## src/rtl/xor_trigger_pkg.sv

```systemverilog
// Shared definitions for the xor_trigger edge-to-pulse block: edge-mode
// encodings, stretch counter width and the per-lane edge qualifier.
package xor_trigger_pkg;

  typedef enum logic [1:0] {
    EDGE_BOTH = 2'd0,
    EDGE_RISE = 2'd1,
    EDGE_FALL = 2'd2
  } edge_mode_e;

  localparam int CNT_W = 8;

  // s1 is the newest sample, s2 the one before it.
  function automatic logic raw_edge(edge_mode_e mode, logic s1, logic s2);
    case (mode)
      EDGE_RISE: return s1 & ~s2;
      EDGE_FALL: return ~s1 & s2;
      default:   return s1 ^ s2;
    endcase
  endfunction

endpackage

```

## src/rtl/xor_trigger_if.sv

```systemverilog
// Level-input / pulse-output bundle of xor_trigger. No handshake: in is an
// asynchronous level, out is a registered pulse, both sampled every cycle.
interface xor_trigger_if #(
  parameter int WIDTH = 1
);
  logic [WIDTH-1:0] in;
  logic [WIDTH-1:0] out;

  modport master (output in, input out);
  modport slave  (input in, output out);
endinterface

```

## src/rtl/xor_trigger_lane.sv

```systemverilog
// One bit lane: capture/history flops, edge qualifier and a reloadable
// stretch counter that keeps the registered pulse high STRETCH cycles.
module xor_trigger_lane
  import xor_trigger_pkg::*;
#(
  parameter edge_mode_e EDGE_MODE = EDGE_BOTH,
  parameter int         STRETCH   = 1
) (
  input  logic clk_i,
  input  logic rst_i,
  input  logic prime_i,
  input  logic in_i,
  output logic out_o
);

  localparam logic [CNT_W-1:0] RELOAD = CNT_W'(STRETCH);

  logic             s1_q, s1_d;
  logic             s2_q, s2_d;
  logic [CNT_W-1:0] cnt_q, cnt_d;
  logic             out_q, out_d;
  logic             raw;

  always_comb begin
    s1_d  = in_i;
    // Until primed, history follows the input so a static level is no edge.
    s2_d  = prime_i ? s1_q : in_i;
    raw   = raw_edge(EDGE_MODE, s1_q, s2_q);
    cnt_d = cnt_q;
    if (raw) begin
      cnt_d = RELOAD;
    end else if (cnt_q != '0) begin
      cnt_d = cnt_q - CNT_W'(1);
    end
    out_d = (cnt_d != '0);
  end

  always_ff @(posedge clk_i or posedge rst_i) begin
    if (rst_i) begin
      s1_q  <= 1'b0;
      s2_q  <= 1'b0;
      cnt_q <= '0;
      out_q <= 1'b0;
    end else begin
      s1_q  <= s1_d;
      s2_q  <= s2_d;
      cnt_q <= cnt_d;
      out_q <= out_d;
    end
  end

  assign out_o = out_q;

endmodule

```

## src/rtl/xor_trigger.sv

```systemverilog
// Multi-lane synchronous edge trigger. rstn is active-high despite its name;
// the first clock after release primes every lane's history.
module xor_trigger
  import xor_trigger_pkg::*;
#(
  parameter int         WIDTH     = 1,
  parameter edge_mode_e EDGE_MODE = EDGE_BOTH,
  parameter int         STRETCH   = 1
) (
  input  logic         clk,
  input  logic         rstn,
  xor_trigger_if.slave bus
);

  if (WIDTH < 1) begin : g_bad_width
    $error("xor_trigger: WIDTH must be at least 1");
  end
  if (STRETCH < 1 || STRETCH > 255) begin : g_bad_stretch
    $error("xor_trigger: STRETCH must be within 1..255");
  end

  logic             prime_q;
  logic [WIDTH-1:0] in_w;
  logic [WIDTH-1:0] out_w;

  always_ff @(posedge clk or posedge rstn) begin
    if (rstn) begin
      prime_q <= 1'b0;
    end else begin
      prime_q <= 1'b1;
    end
  end

  assign in_w = bus.in;

  for (genvar i = 0; i < WIDTH; i++) begin : g_lane
    xor_trigger_lane #(
      .EDGE_MODE (EDGE_MODE),
      .STRETCH   (STRETCH)
    ) u_lane (
      .clk_i   (clk),
      .rst_i   (rstn),
      .prime_i (prime_q),
      .in_i    (in_w[i]),
      .out_o   (out_w[i])
    );
  end

  assign bus.out = out_w;

endmodule

```

## src/flat_wrapper.sv

```systemverilog
// flat-port wrapper written by rule: the top's interface ports become plain ports
module xor_trigger_flat import xor_trigger_pkg::*;
#(
  parameter int         WIDTH     = 1,
  parameter edge_mode_e EDGE_MODE = EDGE_BOTH,
  parameter int         STRETCH   = 1
)
  (clk, rstn, bus_in, bus_out);
  xor_trigger_if #(.WIDTH(WIDTH)) bus_i ();
  input  logic clk;
  input  logic rstn;
  input wire logic [$bits(bus_i.in)-1:0] bus_in;
  output wire logic [$bits(bus_i.out)-1:0] bus_out;
  assign bus_i.in = bus_in;
  assign bus_out = bus_i.out;
  xor_trigger #(.WIDTH(WIDTH), .EDGE_MODE(EDGE_MODE), .STRETCH(STRETCH)) u_core (.clk(clk), .rstn(rstn), .bus(bus_i));
endmodule
```

## config.mk

```make
export PLATFORM = sky130hd
export DESIGN_NAME = xor_trigger_flat
export DESIGN_NICKNAME = d
export VERILOG_FILES = /design/src/rtl/xor_trigger_pkg.sv /design/src/rtl/xor_trigger_if.sv /design/src/rtl/xor_trigger_lane.sv /design/src/rtl/xor_trigger.sv /design/src/flat_wrapper.sv
export SDC_FILE = /design/constraint.sdc
export NUM_CORES = 1
export LEC_CHECK = 0
export CORE_AREA = 2 2 39 41
export CTS_BUF_LIST = sky130_fd_sc_hd__clkbuf_8
export DETAILED_ROUTE_END_ITERATION = 10
export DIE_AREA = 0 0 41 43
export PLACE_DENSITY = 0.76
export SYNTH_ARGS = -nofsm -noshare
export SYNTH_HDL_FRONTEND = slang
export SYNTH_SLANG_ARGS = --single-unit
```

## constraint.sdc

```tcl
create_clock -name clk -period 4.3 [get_ports clk]
set_clock_uncertainty 0.2 [all_clocks]
set_input_delay 0.86 -clock clk [delete_from_list [all_inputs] [get_ports clk]]
set_output_delay 0.86 -clock clk [all_outputs]
set_load 0.02 [all_outputs]
```

[Yosys cells after proc, flatten, opt, wreduce, memory -nomap -nowiden]
Cells that the tools add are included.
Operators by class
  $add $sub $neg: 1
  $mul: 0
  divide/modulo/power cells: 0
  order comparisons: 0
  eq/ne operators: 0
  shift-type cells: 0
  mux-type cells: 3
  bitwise operators: 1
  reductions and logical operators: 2
Operator list (count)
  2-to-1 mux 8 bit: 2
  nonzero test 8 bit: 2
  subtractor 8 x 1 -> 8 bit (second input constant): 1
  2-to-1 mux 1 bit: 1
  XOR 1 bit: 1
Storage, ports and cells
  register bits after elaboration: 12
  latch bits: 0
  RAM bits: 0
  bits in read-only memories: 0
  input bits: 3
  logic and storage cells: 12
  memories: 0

[Logic depth before layout (Yosys ltp)]
Gate-level depths: netlist of run 1.
  depth after elaboration: 4
  gate-level depth with buffers: 8
  mapped depth without buffers: 6

[Hierarchy]
A second synthesis of run 1 with hierarchy kept.
Unflattened totals
  cells, all modules: 65
  area, all modules: 655.6 um2
Modules (own cells, without submodules)
  xor_trigger_lane: instances 1, cells each 62, area an instance 623.1 um2, seq. area each 275.3 um2
  xor_trigger: instances 1, cells each 3, area an instance 32.5 um2, seq. area each 25.0 um2

[Worst setup path after synthesis of run 1]
No wires, ideal clock.
  path type: reg2reg
  from: reg u_core.g_lane[0].u_lane.cnt_q[4]
  to: reg u_core.g_lane[0].u_lane.out_q
  library setup time: 0.149 ns
  data arrival time: 1.689 ns
  data required time: 3.951 ns
  path slack: 2.262 ns
  cell stages (with the launch flop): 6
  path through: dfrtp_1 > or4_4 > or3_1 > buf_2 > nor2_1 > o2111ai_2
On the way
  cells in the longest elaborated chain, start to end: 4
Ends and longest elaborated chain
  start: declaration: RTL line xor_trigger_lane.sv:20  | logic [CNT_W-1:0] cnt_q, cnt_d;
  start signal: assignment: RTL line xor_trigger_lane.sv:47  | cnt_q <= cnt_d;
  subtractor 8 x 1 -> 8 bit / nonzero test 8 bit (equally long branches): RTL line xor_trigger_lane.sv:33, xor_trigger_lane.sv:32
  2-to-1 mux 8 bit (*): RTL line xor_trigger_lane.sv:32  | end else if (cnt_q != '0) begin
  2-to-1 mux 8 bit (*): RTL line xor_trigger_lane.sv:30  | if (raw) begin
  nonzero test 8 bit (*): RTL line xor_trigger_lane.sv:35  | out_d = (cnt_d != '0);
  via u_core.g_lane[0].u_lane.out_d: RTL line xor_trigger_lane.sv:21  | logic out_q, out_d;
  end signal: assignment: RTL line xor_trigger_lane.sv:48  | out_q <= out_d;
  end: declaration: RTL line xor_trigger_lane.sv:21
The timed path passes the listed nets; every way through them passes the cells marked *.

[Final worst setup path of run 1]
  from: reg u_core.g_lane[0].u_lane.out_q
  to: out bus_out
RTL lines
  end: declaration: RTL line flat_wrapper.sv:13  | output wire logic [$bits(bus_i.out)-1:0] bus_out;
No word-level cell between the ends.

==> metrics.md, run 1 <==
| Metric | Value |
|---|---|
| Yosys cell types | `30` |
| Critical Path Sink Type | `output port` |
| Area Overhead vs Synth | `15.0%` |
| HPWL after DPL | `870 um` |
| Finish-stage setup viols | `0` |
| Hold Path Class | `register to register` |
| DR pass1 iterations | `4` |
| Largest net degree at the start of global routing | `13` |
| Fmax | `452 MHz` |
| DIE HEIGHT | `43 um` |
| Crit-path cells | `clkdlybuf4s50_1` |
| Synth top area share | `around 47%` |
| Worst-path maximum fanout | `1` |
| H-Tree Depth | `1` |
| Final Net Count | `74` |
| First-pass GRT wire length | `roughly 2000 um` |
| Final period util | `between 50% and 60%` |
| Critical path type | `register to output port` |
| Final ANT Viol Nets | `0` |
| Max stage delay on crit path | `between 0.5 and 0.6 ns` |
| Pwr dens | `~900 nW/um^2` |
| Area contributors post-synth | `dfrtp_1 (47%), xnor2_1 (8.2%), nor2_1 (5.2%)` |
| Detailed-route via count | `444` |
| Fill cell count | `approximately 120` |
| PortBufs | `3` |
| CTS tree | `done` |
| Slew Limit Fails | `0` |
| Placed Area | `between 600 and 700 sq um` |
| Share of cells above drive strength 1 | `a little over an eighth` |
| Worst slew margin | `around two thirds` |
| Clock sink count | `12` |
| Via density | `5.29` |
| Number of global-route vias before repair | `between 400 and 500` |
| Tightest Pin Transition | `0.505 ns` |
| # hold bufs at CTS | `0` |
| Deepest clock path buffer count | `2` |
| Sequential area share after synthesis | `between 40% and 50%` |
| Gate count after technology mapping | `between 60 and 70` |
| CP Launch Type | `register` |
| ANT cells | `0` |
| Post-CTS Repair Setup Buffers | `0` |
| Yosys reg bits | `12` |
| Worst Path Buf+Inv | `1` |
| Synth Cell Area | `644 sq um` |
| Syn Nets | `between 60 and 70` |
| Row Count | `14` |
| Clk slew on worst S/H paths | `0.05 ns` |
| Initial Util | `a little under half` |
| DR WL/cell | `13.6 um` |
| Leakage power | `around 0.00032 uW` |
| Min cycle time layout | `around 2.2 ns` |
| Overall die width | `slightly above 40 um` |
| Ys Warns | `0` |
| Setup TNS | `0 ns` |
| MaxCap Viol Count | `0` |
| Hold Fails Final Rpt | `0` |
| Core area | `1380 sq um` |
| Full die area | `about 1800 sq um` |
| Worst-skew pair later-pin latency | `0.24 ns` |
| Total gr overflow | `0` |
| Initial antenna violation count | `0` |
| Remaining DRCs | `0` |
| Total GRT Usage | `approximately 17%` |
| Initial drt markers | `5` |
| Post_cts resized | `0` |
| Footprint of the multi-input gates | `317 sq um` |
| Biggest area consumer among synthesized cells | `dfrtp_1` |
| Top Family by Delay on Critical Path | `buffers and inverters` |
| Register Area | `approximately 300 sq um` |
| RSZ-0062 raised after global routing | `false` |
| Total CTS buffers | `3` |
| Worst path slowest cell | `clkdlybuf4s50_1` |
| IO Count | `4` |
| Data required time of the worst path | `about 3.2 ns` |
| Fin Hold WS | `a little over 0.3 ns` |
| WL final | `roughly 1100 um` |
| Avg Inst Size Synth | `10.2 sq um` |
| CTS root buf | `clkbuf_8` |
| Peak VDD IR | `roughly 0.33 mV` |
| GPL Wtd Cong | `roughly 0.74` |
| Status | `complete, no violations` |
| Design Area, Final | `approximately 740 sq um` |
| WP data arrival | `1.15 ns` |
## through the flow
| stage | utilization [%] | instances | power [uW] | setup slack (ns) |
|---|---|---|---|---|
| 6_report | 53.5 | 84 | 652 | 2.09 |
| 5_1_grt | 53.5 | 84 | 703 | 2.03 |
| 3_5_place_dp | 49.5 | 80 | 527 | 2.16 |
| 4_1_cts | 53.5 | 84 | 654 | 2.08 |
| 2_1_floorplan | - | 63 | 466 | 2.26 |
| 3_3_place_gp | 49.5 | 80 | 514 | 2.23 |
## synthesized netlist by cell type
master and count:
a211oi_1 1, a21oi_1 2, and2b_2 1, and4_4 1, buf_2 1, clkbuf_1 1
conb_1 1, dfrtp_1 12, ha_1 2, inv_1 5, mux2_2 1, mux2i_1 1
nand2_1 2, nand2b_1 1, nand3_1 1, nand3b_1 1, nor2_1 9, nor3_1 1
nor4_1 1, o2111ai_2 1, o21a_1 1, o31a_1 1, o31ai_1 1, o32ai_1 1
o41ai_1 1, or3_1 2, or4_1 1, or4_4 1, xnor2_1 6, xor2_1 2
## cell usage in the layout, fill, tap and decap left out, types with 2 or more instances in the layout
cell type / n
nor2_1: 9
dfrtp_1: 12
a21oi_1: 2
ha_1: 2
xnor2_1: 6
or3_1: 2
xor2_1: 2
clkbuf_8: 4
nand2_1: 2
inv_1: 5
clkdlybuf4s50_1: 3
## routing by layer
metal  GRT usage (%)  routed length [um]  vias up
li1                -                   -      228
met1            23.3                 528      203
met2            24.4                 548        8
met3            4.71                  32        5
met4            10.0                  36        0
met5               0                   0        -
## path summary, 6_finish.rpt
| kind | start | to | slack (ns) | cells after the start |
|---|---|---|---|---|
| max | u_core.g_lane[0].u_lane.out_o | bus_out | 2.09 | 1 |
| min | u_core.prime_q | u_core.g_lane[0].u_lane.s2_q | 0.31 | 1 |
| max reg2reg | u_core.g_lane[0].u_lane.cnt_q[4] | u_core.g_lane[0].u_lane.out_o | 2.16 | 4 |
| min reg2reg | u_core.prime_q | u_core.g_lane[0].u_lane.s2_q | 0.31 | 1 |
| max in group asynchronous | rstn | u_core.g_lane[0].u_lane.cnt_q[2] | 2.89 | 2 |
| min in group asynchronous | rstn | u_core.g_lane[0].u_lane.cnt_q[7] | 0.71 | 2 |
## power breakdown
| group | internal (uW) | switching, uW | total, uW |
|---|---|---|---|
| combinational | 159 | 156 | 315 |
| sequential | 155 | 60.9 | 216 |
| clock | 80.8 | 40.3 | 121 |
## flip-flops by register name (all words and copies together), names as in the netlist
register	flops
u_core.prime_q	1
u_core.g_lane.u_lane.cnt_q	8
u_core.g_lane.u_lane.s2_q	1
u_core.g_lane.u_lane.s1_q	1
u_core.g_lane.u_lane.out_o	1
## final cells by class
type                    instances  share of cell area, %
inverters                       5                   2.53
flip-flops and latches         12                   40.5
clock buffers                   4                   7.43
multi-input cells              44                   42.7
well taps                      16                   2.70
repair buffers                  3                   4.05
## cell families after synthesis
group / share of synthesized area [%]
simple gates: 19.0
flops: 46.6
compound gates: 11.5
xor+xnor: 10.9
buf+inv: 4.27
fa+ha+maj: 3.88
mux: 3.30
other cells: 0.582
(Power assumes the default switching activity.)
==> run 2, diff against run 1 <==
==> constraint.sdc (replaced) <==
create_clock -name clk -period 2.1 [get_ports clk]
set_clock_uncertainty 0.2 [all_clocks]
set_input_delay 0.42 -clock clk [delete_from_list [all_inputs] [get_ports clk]]
set_output_delay 0.42 -clock clk [all_outputs]
set_load 0.02 [all_outputs]
==> metrics.md, run 2 (synthesized netlist as in run 1, its figures left out) <==
| Metric | Value |
|---|---|
| CTS root buf | `clkbuf_8` |
| Via density | `5.40 (+2.1%)` |
| Final ANT Viol Nets | `0 (unchanged)` |
| Area Overhead vs Synth | `24.5%` |
| Clock sink count | `12 (unchanged)` |
| R2R setup slack | `0.06 ns (-2.10 ns)` |
| Leakage power | `0.000354 uW (+11%)` |
| Fill cell count | `105 (-14%)` |
| Remaining DRCs | `0 (unchanged)` |
| Clock share of power | `17.4% (-1.2 points)` |
| Data required time of the worst path | `2.02 ns (-1.22 ns)` |
| Largest register FFs | `8 (unchanged)` |
| Max stage delay on crit path | `0.57 ns (-0.02 ns)` |
| Deepest clock path buffer count | `2 (unchanged)` |
| Worst path slowest cell | `or4_4` |
| First-pass GRT wire length | `2080 um (+4.8%)` |
| Critical Path Sink Type | `register` |
| Finish-stage setup viols | `0 (unchanged)` |
| Reg2reg start | `u_core.g_lane[0].u_lane.cnt_q[4]` |
| Placed Area | `738 sq um (+7.7%)` |
| # hold bufs at CTS | `0 (unchanged)` |
| GPL Wtd Cong | `0.812 (+9.9%)` |
| Total CTS buffers | `3 (unchanged)` |
| Pwr dens | `1810 nW/um^2 (+110%)` |
| ANT cells | `0 (unchanged)` |
| Top reg by flops | `u_core.g_lane.u_lane.cnt_q` |
| H-Tree Depth | `1 (unchanged)` |
| MaxCap Viol Count | `0 (unchanged)` |
| Share of cells above drive strength 1 | `24.0% (+11 points)` |
| Fin Hold WS | `0.280 ns (-0.0260 ns)` |
| Min cycle time layout | `2.04 ns` |
| Largest net degree at the start of global routing | `13 (unchanged)` |
| Most frequent cells in the layout | `dfrtp_1 (12), nor2_1 (8), buf_4 (7)` |
| Number of global-route vias before repair | `479 (+3.5%)` |
| RSZ-0062 raised after global routing | `true` |
| PortBufs | `3 (unchanged)` |
| Power, Total | `1450 uW (+120%)` |
| DR pass1 iterations | `4 (unchanged)` |
| Sw frac | `38.4% (-0.99 points)` |
| Final period util | `97.2%` |
| Total gr overflow | `0 (unchanged)` |
| DR WL/cell | `13.3 um (-2.5%)` |
| Pint | `896 uW (+130%)` |
| Hold Path Class | `primary input to async pin` |
| Slew Limit Fails | `0 (unchanged)` |
| Hold Fails Final Rpt | `0 (unchanged)` |
| Total GRT Usage | `18.3% (+0.90 points)` |
| Initial drt markers | `7 (+2)` |
| CTS tree | `done` |
| Row Count | `14 (unchanged)` |
| Crit-path cells | `or4_4 -> or3_1 -> nand2_1 -> a21oi_1` |
| Worst-skew pair later-pin latency | `0.24 ns (about the same)` |
| Overall die width | `41 um (unchanged)` |
| Top Family by Delay on Critical Path | `simple AND/OR/NAND/NOR gates` |
| Seq pwr share | `27.7% (-5.4 points)` |
| IO Count | `4 (unchanged)` |
| Final Net Count | `81 (+9.5%)` |
| Dpl ws | `0.0545 ns (-2.10 ns)` |
| Status | `complete, no violations` |
| R2r endpoint | `u_core.g_lane[0].u_lane.cnt_q[3]` |
| WP data arrival | `1.96 ns (+0.81 ns)` |
| Fmax | `around 490 MHz` |
| Core area | `1380 sq um (unchanged)` |
| Finished Layout Cells | `91 (+8.3%)` |
| Initial Util | `46.6% (unchanged)` |
| Initial antenna violation count | `0 (unchanged)` |
| Worst Path Buf+Inv | `0 (-1)` |
| Clk slew on worst S/H paths | `0.05 ns (about the same)` |
| Switch Pwr | `559 uW (+120%)` |
| WL final | `1210 um (+5.7%)` |
| Full die area | `1760 sq um (unchanged)` |
| Worst setup margin | `0.0594 ns (-2.03 ns)` |
| Commonest non-fill, non-tap cell in the layout | `dfrtp_1` |
| DIE HEIGHT | `43 um (unchanged)` |
| Worst-path maximum fanout | `6 (+5)` |
| Dpl cells | `87 (+8.8%)` |
| Critical path type | `register to register` |
| Detailed-route via count | `491 (+11%)` |
| HPWL after DPL | `901 um (+3.6%)` |
| Combinational group share of total power | `54.9% (+6.6 points)` |
| Peak VDD IR | `0.795 mV (+140%)` |
| Design Area, Final | `802 sq um (+8.3%)` |
| Worst R2R Path Depth | `4 (unchanged)` |
| CP Launch Type | `register` |
run 2: worst max-delay path by stage:
stage | cells past startpoint | slack (ns) | from | end
after floorplan | 5 | 0.06 | u_core.g_lane[0].u_lane.cnt_q[4] | u_core.g_lane[0].u_lane.out_o
after global placement | 5 | 0.06 | u_core.g_lane[0].u_lane.cnt_q[4] | u_core.g_lane[0].u_lane.out_o
after detailed placement | 4 | 0.05 | u_core.g_lane[0].u_lane.cnt_q[4] | u_core.g_lane[0].u_lane.out_o
after CTS | 4 | 0.04 | u_core.g_lane[0].u_lane.cnt_q[4] | u_core.g_lane[0].u_lane.out_o
after global routing | 4 | -0.01 | u_core.g_lane[0].u_lane.cnt_q[4] | u_core.g_lane[0].u_lane.cnt_q[4]
final | 4 | 0.06 | u_core.g_lane[0].u_lane.cnt_q[4] | u_core.g_lane[0].u_lane.cnt_q[3]
run 2: layer usage:
metal / routed length, um / track usage (%) / up-vias
li1: - / - / 240
met1: 521 / 23.4 / 238
met2: 615 / 25.9 / 8
met3: 33 / 4.71 / 5
met4: 41 / 12.0 / 0
met5: 0 / 0 / -
run 2: power groups by stage:
stage | Sequential [uW] | Combinational (uW) | Clock (uW)
floorplan | 407 | 548 | 0
global placement | 396 | 759 | 0
detailed placement | 401 | 786 | 0
CTS | 397 | 792 | 260
global route | 414 | 883 | 270
finish | 404 | 799 | 253
run 2: metrics by stage:
stage               utilization, %  setup TNS [ns]
floorplan                        -               0
global placement              53.3               0
detailed placement            53.3               0
CTS                           57.3               0
global route                  58.0         -0.0361
finish                        58.0               0
run 2: area by class of cell:
type	count	area (sq um)	share of cell area [%]
Clock buffer	4	55.1	6.86
Inverter	5	18.8	2.34
Multi-Input combinational cell	44	325	40.6
Sequential cell	12	300	37.4
Tap cell	16	20.0	2.50
Timing Repair Buffer	10	82.6	10.3
run 2: timing repair:
action | 4_1_cts | 5_1_grt
setup endpoints to repair | 0 | 1
resized for setup | 0 | 2
buffers inserted | 0 | 0
